<file path="src/rtl/relu_maxpool2x2_if.sv">
// Streaming bus between the convolution stage and the ReLU + 2x2 max-pool stage.
// The producer holds the master modport and the pooling block holds the slave.
interface relu_maxpool2x2_if #(
    parameter int unsigned DATA_W = 16
);
    logic [DATA_W-1:0] data_in;
    logic              valid_in;
    logic [DATA_W-1:0] pool_out;
    logic              valid_out;
    logic              frame_done;

    modport master (
        output data_in,
        output valid_in,
        input  pool_out,
        input  valid_out,
        input  frame_done
    );

    modport slave (
        input  data_in,
        input  valid_in,
        output pool_out,
        output valid_out,
        output frame_done
    );
endinterface

</file>
<file path="src/rtl/relu_maxpool2x2.sv">
// ReLU followed by 2x2 stride-2 max pooling over a raster-order sample stream.
// Even rows fold pair maxima into a half-width row buffer; odd rows complete the windows.
module relu_maxpool2x2 #(
    parameter int unsigned DATA_W = 16,
    parameter int unsigned MAP_W  = 26,
    parameter int unsigned MAP_H  = 26
) (
    input logic                clk,
    input logic                rst,
    relu_maxpool2x2_if.slave   bus
);
    localparam int unsigned OutW = MAP_W / 2;
    localparam int unsigned OutH = MAP_H / 2;
    localparam int unsigned CW   = (MAP_W > 1) ? $clog2(MAP_W) : 1;
    localparam int unsigned RW   = (MAP_H > 1) ? $clog2(MAP_H) : 1;
    localparam int unsigned KW   = (OutW > 1) ? $clog2(OutW) : 1;
    localparam bit          ColOdd = (MAP_W % 2) == 1;
    localparam bit          RowOdd = (MAP_H % 2) == 1;

    localparam logic [CW-1:0] ColLast     = CW'(MAP_W - 1);
    localparam logic [CW-1:0] ColPairLast = CW'(2 * OutW - 1);
    localparam logic [RW-1:0] RowLast     = RW'(MAP_H - 1);
    localparam logic [RW-1:0] RowPairLast = RW'(2 * OutH - 1);

    function automatic logic [DATA_W-1:0] umax(input logic [DATA_W-1:0] a,
                                               input logic [DATA_W-1:0] b);
        return (a > b) ? a : b;
    endfunction

    logic [CW-1:0]     col_q, col_d;
    logic [RW-1:0]     row_q, row_d;
    logic [DATA_W-1:0] hold_q, hold_d;
    logic [DATA_W-1:0] pool_q, pool_d;
    logic              valid_q, valid_d;
    logic              done_q, done_d;
    logic [DATA_W-1:0] row_buf_q [OutW];

    logic [DATA_W-1:0] relu;
    logic [DATA_W-1:0] pair_max;
    logic [KW-1:0]     k;
    logic              col_paired, row_paired;
    logic              buf_we;

    always_comb begin
        relu       = bus.data_in[DATA_W-1] ? '0 : bus.data_in;
        pair_max   = umax(hold_q, relu);
        k          = KW'(col_q >> 1);
        // Only the trailing column/row of an odd-sized map is left unpaired.
        col_paired = !(ColOdd && (col_q == ColLast));
        row_paired = !(RowOdd && (row_q == RowLast));

        col_d   = col_q;
        row_d   = row_q;
        hold_d  = hold_q;
        pool_d  = pool_q;
        valid_d = 1'b0;
        done_d  = 1'b0;
        buf_we  = 1'b0;

        if (bus.valid_in) begin
            if (col_q == ColLast) begin
                col_d = '0;
                row_d = (row_q == RowLast) ? '0 : row_q + RW'(1);
            end else begin
                col_d = col_q + CW'(1);
            end

            if (col_paired && row_paired) begin
                if (!col_q[0]) begin
                    hold_d = relu;
                end else if (!row_q[0]) begin
                    buf_we = 1'b1;
                end else begin
                    pool_d  = umax(pair_max, row_buf_q[k]);
                    valid_d = 1'b1;
                    done_d  = (col_q == ColPairLast) && (row_q == RowPairLast);
                end
            end
        end
    end

    always_ff @(posedge clk) begin
        if (rst) begin
            col_q   <= '0;
            row_q   <= '0;
            hold_q  <= '0;
            pool_q  <= '0;
            valid_q <= 1'b0;
            done_q  <= 1'b0;
        end else begin
            col_q   <= col_d;
            row_q   <= row_d;
            hold_q  <= hold_d;
            pool_q  <= pool_d;
            valid_q <= valid_d;
            done_q  <= done_d;
        end
    end

    // Buffer entries are always rewritten on the even row before the odd row reads them.
    always_ff @(posedge clk) begin
        if (buf_we && !rst) begin
            row_buf_q[k] <= pair_max;
        end
    end

    assign bus.pool_out   = pool_q;
    assign bus.valid_out  = valid_q;
    assign bus.frame_done = done_q;

endmodule

</file>
<file path="src/flat_wrapper.sv">
// flat-port wrapper written by rule: the top's interface ports become plain ports
module relu_maxpool2x2_flat 
#(
    parameter int unsigned DATA_W = 16,
    parameter int unsigned MAP_W  = 26,
    parameter int unsigned MAP_H  = 26
)
  (clk, rst, bus_data_in, bus_valid_in, bus_pool_out, bus_valid_out, bus_frame_done);
  relu_maxpool2x2_if #(.DATA_W(DATA_W)) bus_i ();
  input logic clk;
  input logic rst;
  input wire logic [$bits(bus_i.data_in)-1:0] bus_data_in;
  input wire logic [$bits(bus_i.valid_in)-1:0] bus_valid_in;
  output wire logic [$bits(bus_i.pool_out)-1:0] bus_pool_out;
  output wire logic [$bits(bus_i.valid_out)-1:0] bus_valid_out;
  output wire logic [$bits(bus_i.frame_done)-1:0] bus_frame_done;
  assign bus_i.data_in = bus_data_in;
  assign bus_i.valid_in = bus_valid_in;
  assign bus_pool_out = bus_i.pool_out;
  assign bus_valid_out = bus_i.valid_out;
  assign bus_frame_done = bus_i.frame_done;
  relu_maxpool2x2 #(.DATA_W(DATA_W), .MAP_W(MAP_W), .MAP_H(MAP_H)) u_core (.clk(clk), .rst(rst), .bus(bus_i));
endmodule
</file>
<file path="config.mk">
export PLATFORM = sky130hd
export DESIGN_NAME = relu_maxpool2x2_flat
export DESIGN_NICKNAME = d
export VERILOG_FILES = /design/src/rtl/relu_maxpool2x2_if.sv /design/src/rtl/relu_maxpool2x2.sv /design/src/flat_wrapper.sv
export SDC_FILE = /design/constraint.sdc
export NUM_CORES = 1
export LEC_CHECK = 0
export CAP_MARGIN = 10
export CORE_MARGIN = 4
export CORE_UTILIZATION = 50
export DETAILED_ROUTE_END_ITERATION = 16
export PLACE_DENSITY = 0.71
export SYNTH_ARGS = -nofsm -noshare
export SYNTH_HDL_FRONTEND = slang
export SYNTH_SLANG_ARGS = --single-unit
</file>
<file path="constraint.sdc">
create_clock -name clk -period 9.85 [get_ports clk]
set_clock_uncertainty 0.05 [all_clocks]
set_input_delay 0.985 -clock clk [delete_from_list [all_inputs] [get_ports clk]]
set_output_delay 0.985 -clock clk [all_outputs]
set_load 0.05 [all_outputs]
</file>
==> results of run 1 <==
## logic make-up (layout without fill, tap and decap cells)
family / Yosys count / in the layout / share of synthesized area [%]
DFF: 241 / 241 / 65.1
and+or+nand+nor: 147 / 147 / 6.67
xor gates and xnor gates: 7 / 7 / 0.589
AOI/OAI and AO/OA: 76 / 76 / 5.83
other: 1 / 1 / 0.0360
adders and majority gates: 34 / 34 / 4.09
buffers and inverters: 70 / 132 / 3.55
muxes: 89 / 89 / 14.1
## per-stage QoR
step | total power [mW] | hold slack, ps | instances
5_1_grt | 2.18 | 451 | 997
6_report | 2.11 | 432 | 997
3_3_place_gp | 1.28 | 410 | 955
4_1_cts | 2.13 | 431 | 997
3_5_place_dp | 1.29 | 417 | 955
2_1_floorplan | 1.25 | 399 | 665
## per-layer routing
layer  vias up  wire, um  GRT usage [%]
li1       2624         -              -
met1      2959      9630           26.1
met2       169     11200           32.8
met3        41      1020           2.75
met4         0       629           5.48
met5         -         0              0
## path summary, 6_finish.rpt
path                            slack, ps                                  end                            from
worst min-delay path                  430        u_core.hold_q[6]$_SDFFE_PP0P_   u_core.hold_q[6]$_SDFFE_PP0P_
worst max register to register       4890  u_core.bus.pool_out[1]$_SDFFE_PP0P_  u_core.hold_q[14]$_SDFFE_PP0P_
worst min register to register        430        u_core.hold_q[6]$_SDFFE_PP0P_   u_core.hold_q[6]$_SDFFE_PP0P_
worst max-delay path                 3600  u_core.bus.pool_out[1]$_SDFFE_PP0P_                 bus_data_in[15]
## cell usage in the layout, fill, tap and decap left out, types with 3 or more instances in the layout
| cell type | count |
|---|---|
| sky130_fd_sc_hd__a21oi_1 | 28 |
| sky130_fd_sc_hd__a21oi_2 | 3 |
| sky130_fd_sc_hd__buf_4 | 18 |
| sky130_fd_sc_hd__clkbuf_1 | 6 |
| sky130_fd_sc_hd__clkbuf_16 | 25 |
| sky130_fd_sc_hd__clkdlybuf4s50_1 | 35 |
| sky130_fd_sc_hd__clkinv_1 | 3 |
| sky130_fd_sc_hd__clkinv_2 | 4 |
| sky130_fd_sc_hd__dfxtp_1 | 44 |
| sky130_fd_sc_hd__edfxtp_1 | 195 |
| sky130_fd_sc_hd__ha_1 | 34 |
| sky130_fd_sc_hd__inv_1 | 37 |
| sky130_fd_sc_hd__mux2_2 | 14 |
| sky130_fd_sc_hd__mux2i_1 | 30 |
| sky130_fd_sc_hd__mux4_2 | 45 |
| sky130_fd_sc_hd__nand2_1 | 69 |
| sky130_fd_sc_hd__nand2b_1 | 4 |
| sky130_fd_sc_hd__nand4_1 | 7 |
| sky130_fd_sc_hd__nor2_1 | 25 |
| sky130_fd_sc_hd__nor2b_1 | 19 |
| sky130_fd_sc_hd__nor3_1 | 5 |
| sky130_fd_sc_hd__nor3_2 | 3 |
| sky130_fd_sc_hd__o21ai_0 | 3 |
| sky130_fd_sc_hd__o21ai_1 | 4 |
| sky130_fd_sc_hd__o21ai_2 | 9 |
| sky130_fd_sc_hd__o221ai_1 | 4 |
| sky130_fd_sc_hd__o221ai_2 | 11 |
| sky130_fd_sc_hd__xor2_1 | 5 |
## registers in the layout, indices dropped and copies added (netlist names), named ones only
signal / cells
u_core.row_buf_q: 195
u_core.col_q: 5
u_core.bus.frame_done: 1
u_core.row_q: 5
u_core.bus.pool_out: 15
u_core.bus.valid_out: 1
u_core.hold_q: 15
## cell type report
class | instances | area, um2 | share of cell area (%)
clock buffers | 33 | 676 | 5.74
multi-input cells | 354 | 3290 | 27.9
repair buffers | 53 | 485 | 4.13
clock inverters | 9 | 58.8 | 0.500
flip-flops and latches | 241 | 6780 | 57.6
well taps | 270 | 338 | 2.87
inverters | 37 | 139 | 1.18
## power by group
| part | internal, mW | switching (mW) |
|---|---|---|
| registers | 1.12 | 0.00460 |
| logic | 0.0577 | 0.0897 |
| clock network | 0.481 | 0.363 |
## worst min-delay path, cell delays in order (launching register included)
cell and delay (ps):
sky130_fd_sc_hd__dfxtp_1 320, sky130_fd_sc_hd__nand2_1 60, sky130_fd_sc_hd__a21oi_1 60
==> metrics.txt, run 1 <==
run status complete, no violations; leakage power summed over all cells approximately 4.0 nW; hold buffers post-CTS 0; register bit total from synthesis between 200 and 250; final antenna-violating net count 0; count of final max-slew check failures 0; Buffers & Inverters on Critical Path 3; standard cell with the maximum stage delay on the critical path sky130_fd_sc_hd__clkdlybuf4s50_1; cell type with the largest total area after synthesis sky130_fd_sc_hd__edfxtp_1; routed wire length per instance roughly 23 um; number of global-route vias before repair ~6000; pin count of the biggest net entering global routing 46; clock insertion delay at the later pin of the skew report roughly 520 ps; hold path depth 2; post-synthesis instance total around 670; post-route worst setup slack about 3600 ps; global-route wire length before repair roughly 35000 um; critical path depth 17; post-layout instance area ~12000 um2; DRC violation count after routing 0; number of detailed-route iterations in the first pass 4; most area-consuming cells after synthesis sky130_fd_sc_hd__edfxtp_1 56%, sky130_fd_sc_hd__mux4_2 9.7%, sky130_fd_sc_hd__dfxtp_1 8.8%, sky130_fd_sc_hd__ha_1 4.1%, sky130_fd_sc_hd__mux2i_1 2.9%; critical path fanouts, max 15; postcts setup bufs 0; unrepaired setup endpoints after global routing false; Synth async-reset ratio 0%; via density per instance ~5.8; fraction of post-synthesis cell area in the top cell type by area 56.3%; most repeated cell in the gate-level netlist after synthesis sky130_fd_sc_hd__edfxtp_1; Most used DFF post-synth sky130_fd_sc_hd__edfxtp_1; detailed placer's ending HPWL approximately 14000 um; max-cap check violation count 0; depth of the CTS H-tree 1; area growth from synthesis to layout 13.0%; number of cells on the worst reg-to-reg path 14; share of the core filled with cells in the final layout between 50 and 60%; number of gates given a new drive strength after cts 0; core area roughly 20000 um2; filler cell count in the final layout ~1500; min Tclk post-route 6250 ps; Synth Area per Inst roughly 16 um2; worst hold-check path type flop to flop; maximum root-to-sink buffer count 3; first-iteration detailed-routing DRC count 492; Diodes inserted 0; most instantiated cells after synthesis 195 x sky130_fd_sc_hd__edfxtp_1, 69 x sky130_fd_sc_hd__nand2_1, 46 x sky130_fd_sc_hd__dfxtp_1, 45 x sky130_fd_sc_hd__mux4_2, 37 x sky130_fd_sc_hd__inv_1; clock root cell sky130_fd_sc_hd__clkbuf_16; chip height between 150 and 200 um; number of failing setup endpoints in the final timing report 0; final WL 22400 um; Unique masters post-synth 52; buffers added on ports 35; post-detailed-placement cell area approximately 11000 um2; crit end category flop; Required @ worst endpoint 10150 ps; total number of vias 5793; final hold vios 0; setup TNS 0 ps; slowest stage delay, CP roughly 700 ps; highest clock frequency the design can meet ~160 MHz; count of pins on the block boundary 37; family with the most delay on the worst path compound AO/OA/AOI/OAI gates; die area 23200 um2; Worst setup SP type input port; Die X between 150 and 200 um; worst ir drop on vdd about 0.00011 V; critical path class input port to flop; total congestion overflow after global routing 0; placer's final routability congestion estimate around 0.87; share of post-route cells with drive strength above 1 about a fifth; Final nets 765; total power divided by cell area around 180 nW/um2; number of synthesized flops with an enable pin a little under 200; relative slew slack 30.5%; Worst Max-Slew Pin Slew 1040 ps; # rows 52; clock tree from TritonCTS yes; part of the cycle the worst path needs 63.4%; sequential share of the synthesized area 65.1%; post-CTS clock slew at the launch and capture registers of the worst setup and hold paths around 60 ps; Overall Global Routing Usage between 10% and 20%; initial core utilization 51.1%; sink count of the clock tree between 200 and 250; total of warnings raised by yosys 0; initial antenna violation count 0; total clock buffers created by CTS 25; Critical Path, Cell by Cell clkdlybuf4s50_1, nor2b_1, inv_1, ha_1, a41oi_1, o21ai_0, a211o_1, o21ai_4, mux2i_1, inv_1, ha_1, nand3_1, nor3_1, a2111o_1, nor3_2, or3b_1, o221ai_1; Arrival @ worst endpoint around 6600 ps; Synthesized Nets between 700 and 800; pre-CTS worst setup slack 3110 ps; cell area after synthesis approximately 10000 um2
Power figures use the tool's default switching activity.
==> run 2: changes to the inputs <==
==> constraint.sdc (replaced) <==
create_clock -name clk -period 6.35 [get_ports clk]
set_clock_uncertainty 0.05 [all_clocks]
set_input_delay 0.635 -clock clk [delete_from_list [all_inputs] [get_ports clk]]
set_output_delay 0.635 -clock clk [all_outputs]
set_load 0.05 [all_outputs]
==> run 2 against run 1 <==
Net effect:
- largest cell class unchanged
- sequential power up 56%
- worst hold slack about the same
- highest routed layer unchanged
- setup slack worse by 2700 ps
==> metrics.txt, run 2 (synthesized netlist as in run 1, its figures left out) <==
part of the cycle the worst path needs a little under nine tenths; DRC violation count after routing 0 (unchanged); sink count of the clock tree 241 (unchanged); clock root cell sky130_fd_sc_hd__clkbuf_16; routed wire length per instance 22.0 um (-2.4%); unrepaired setup endpoints after global routing false; count of pins on the block boundary 37 (unchanged); clock insertion delay at the later pin of the skew report 510 ps (about the same); relative slew slack 26.9% (-3.6 points); endpoint with the worst hold slack u_core.hold_q[0]$_SDFFE_PP0P_; number of cells on the worst reg-to-reg path 16 (+2); initial antenna violation count 0 (unchanged); origin of the worst setup path bus_data_in[15]; count of final max-slew check failures 0 (unchanged); Overall Global Routing Usage 18.9% (-0.31 points); final antenna-violating net count 0 (unchanged); most frequent standard cell in the layout excluding fill and tap cells sky130_fd_sc_hd__edfxtp_1; maximum root-to-sink buffer count 3 (unchanged); setup slack on the worst flop-to-flop path 1860 ps (-3030 ps); global-route wire length before repair 34400 um (-0.97%); slowest stage delay, CP 700 ps (about the same); area growth from synthesis to layout 13.0% (about the same); total clock buffers created by CTS 25 (unchanged); crit end category flop; top register by number of flip-flops u_core.row_buf_q; Worst setup SP type input port; number of failing setup endpoints in the final timing report 0 (unchanged); Design Power 3.23 mW (+53%); total number of vias 5748 (-0.78%); Critical Path, Cell by Cell clkdlybuf4s50_1, nor2b_1, inv_1, ha_1, a41oi_1, o21ai_0, a211o_1, o21ai_4, buf_4, mux2i_1, inv_1, ha_1, nand3_1, nor3_1, a2111o_1, nor3_2, or3b_1, buf_4, o221ai_1; max-cap check violation count 0 (unchanged); met2 wire length 11300 um (+0.85%); met3 WL post-DR 1110 um (+9.0%); reg-to-reg endpoint u_core.bus.pool_out[1]$_SDFFE_PP0P_; # rows 52 (unchanged); total power divided by cell area 275 nW/um2 (+53%); number of gates given a new drive strength after cts 0 (unchanged); share of post-route cells with drive strength above 1 19.8% (-0.11 points); min Tclk post-route approximately 5500 ps; post-CTS clock slew at the launch and capture registers of the worst setup and hold paths 60 ps (about the same); Diodes inserted 0 (unchanged); depth of the CTS H-tree 1 (unchanged); critical path fanouts, max 15 (unchanged); Fin Hold WS 432 ps (-0.117 ps); placer's final routability congestion estimate 0.854 (-2.0%); die area 23200 um2 (unchanged); highest metal layer with signal wires met4; leakage power summed over all cells 4.04 nW (about the same); number of detailed-route iterations in the first pass 5 (+1); total congestion overflow after global routing 0 (unchanged); hold path depth 2 (unchanged); via density per instance 5.74 (-1.2%); Final Instance Count excl. Fillers 1001 (+0.40%); detailed placer's ending HPWL 13900 um (+2.4%); launch point of the worst hold path u_core.hold_q[0]$_SDFFE_PP0P_; filler cell count in the final layout 1561 (+1.9%); final hold vios 0 (unchanged); setup TNS 0 ps (unchanged); buffers added on ports 35 (unchanged); critical path class input port to flop; clock tree from TritonCTS yes; hold buffers post-CTS 0 (unchanged); Die X 152 um (unchanged); highest clock frequency the design can meet approximately 180 MHz; leading cell types in the layout, fill and taps excluded 195 x sky130_fd_sc_hd__edfxtp_1, 69 x sky130_fd_sc_hd__nand2_1, 45 x sky130_fd_sc_hd__mux4_2, 44 x sky130_fd_sc_hd__dfxtp_1, 37 x sky130_fd_sc_hd__inv_1; first-iteration detailed-routing DRC count 392 (-20%); worst hold-check path type flop to flop; count of placed standard cells including taps 959 (+0.42%); postcts setup bufs 0 (unchanged); Arrival @ worst endpoint 5760 ps (-790 ps); worst ir drop on vdd 0.000170 V (+51%); core area 20400 um2 (unchanged); final WL 22000 um (-2.0%); initial core utilization 51.1% (unchanged); number of global-route vias before repair 6015 (-0.25%); Worst Max-Slew Pin Slew 1100 ps (+56.6 ps); Required @ worst endpoint 6660 ps (-3490 ps); worst reg2reg path startpoint u_core.hold_q[7]$_SDFFE_PP0P_; pin count of the biggest net entering global routing 31 (-33%); Largest register FFs 195 (unchanged); chip height 152 um (unchanged); run status complete, no violations; met1 wire length 9180 um (-4.6%); Final nets 769 (+0.52%); standard cell with the maximum stage delay on the critical path sky130_fd_sc_hd__clkdlybuf4s50_1
run 2: layout make-up:
class                           count  area [um2]  share of cell area, %
Inverter                           37         139                   1.18
Clock buffer                       31         648                   5.51
Timing Repair Buffer               57         528                   4.49
Tap cell                          270         338                   2.87
Sequential cell                   241        6780                   57.6
Multi-Input combinational cell    354        3290                   27.9
Clock inverter                     11        48.8                  0.415
run 2: metal layers:
layer,track usage (%),vias to the layer above
li1,-,2631
met1,24.9,2927
met2,33.0,158
met3,3.15,32
met4,4.92,0
met5,0,-
run 2: report_power, final:
group / switching, mW / internal [mW] / total (mW)
Sequential: 0.0169 / 1.73 / 1.75
Clock: 0.549 / 0.715 / 1.26
Combinational: 0.131 / 0.0916 / 0.223
run 2: critical path: cells and delay by family:
kind / cells / cell delay, ps
AOI/OAI and AO/OA: 6 / 1580
buffers and inverters: 5 / 1540
muxes: 1 / 290
adders and majority gates: 2 / 720
and+or+nand+nor: 5 / 990
run 2: through the flow:
stage               util, %  instance area (um2)  setup WS, ps
floorplan                 -                10400          1700
global placement       54.4                11100           740
detailed placement     54.4                11100           445
CTS                    57.8                11800           938
global route           57.8                11800           557
finish                 57.8                11800           900
run 2: how the worst max path moves through the flow:
stage | end | slack (ps) | cells past startpoint
after global routing | u_core.bus.pool_out[1]$_SDFFE_PP0P_ | 560 | 19
after CTS | u_core.bus.pool_out[1]$_SDFFE_PP0P_ | 940 | 19
after global placement | u_core.bus.pool_out[1]$_SDFFE_PP0P_ | 740 | 19
final | u_core.bus.pool_out[1]$_SDFFE_PP0P_ | 900 | 19
after detailed placement | u_core.bus.pool_out[1]$_SDFFE_PP0P_ | 450 | 19
after floorplan | u_core.bus.pool_out[10]$_SDFFE_PP0P_ | 1700 | 19
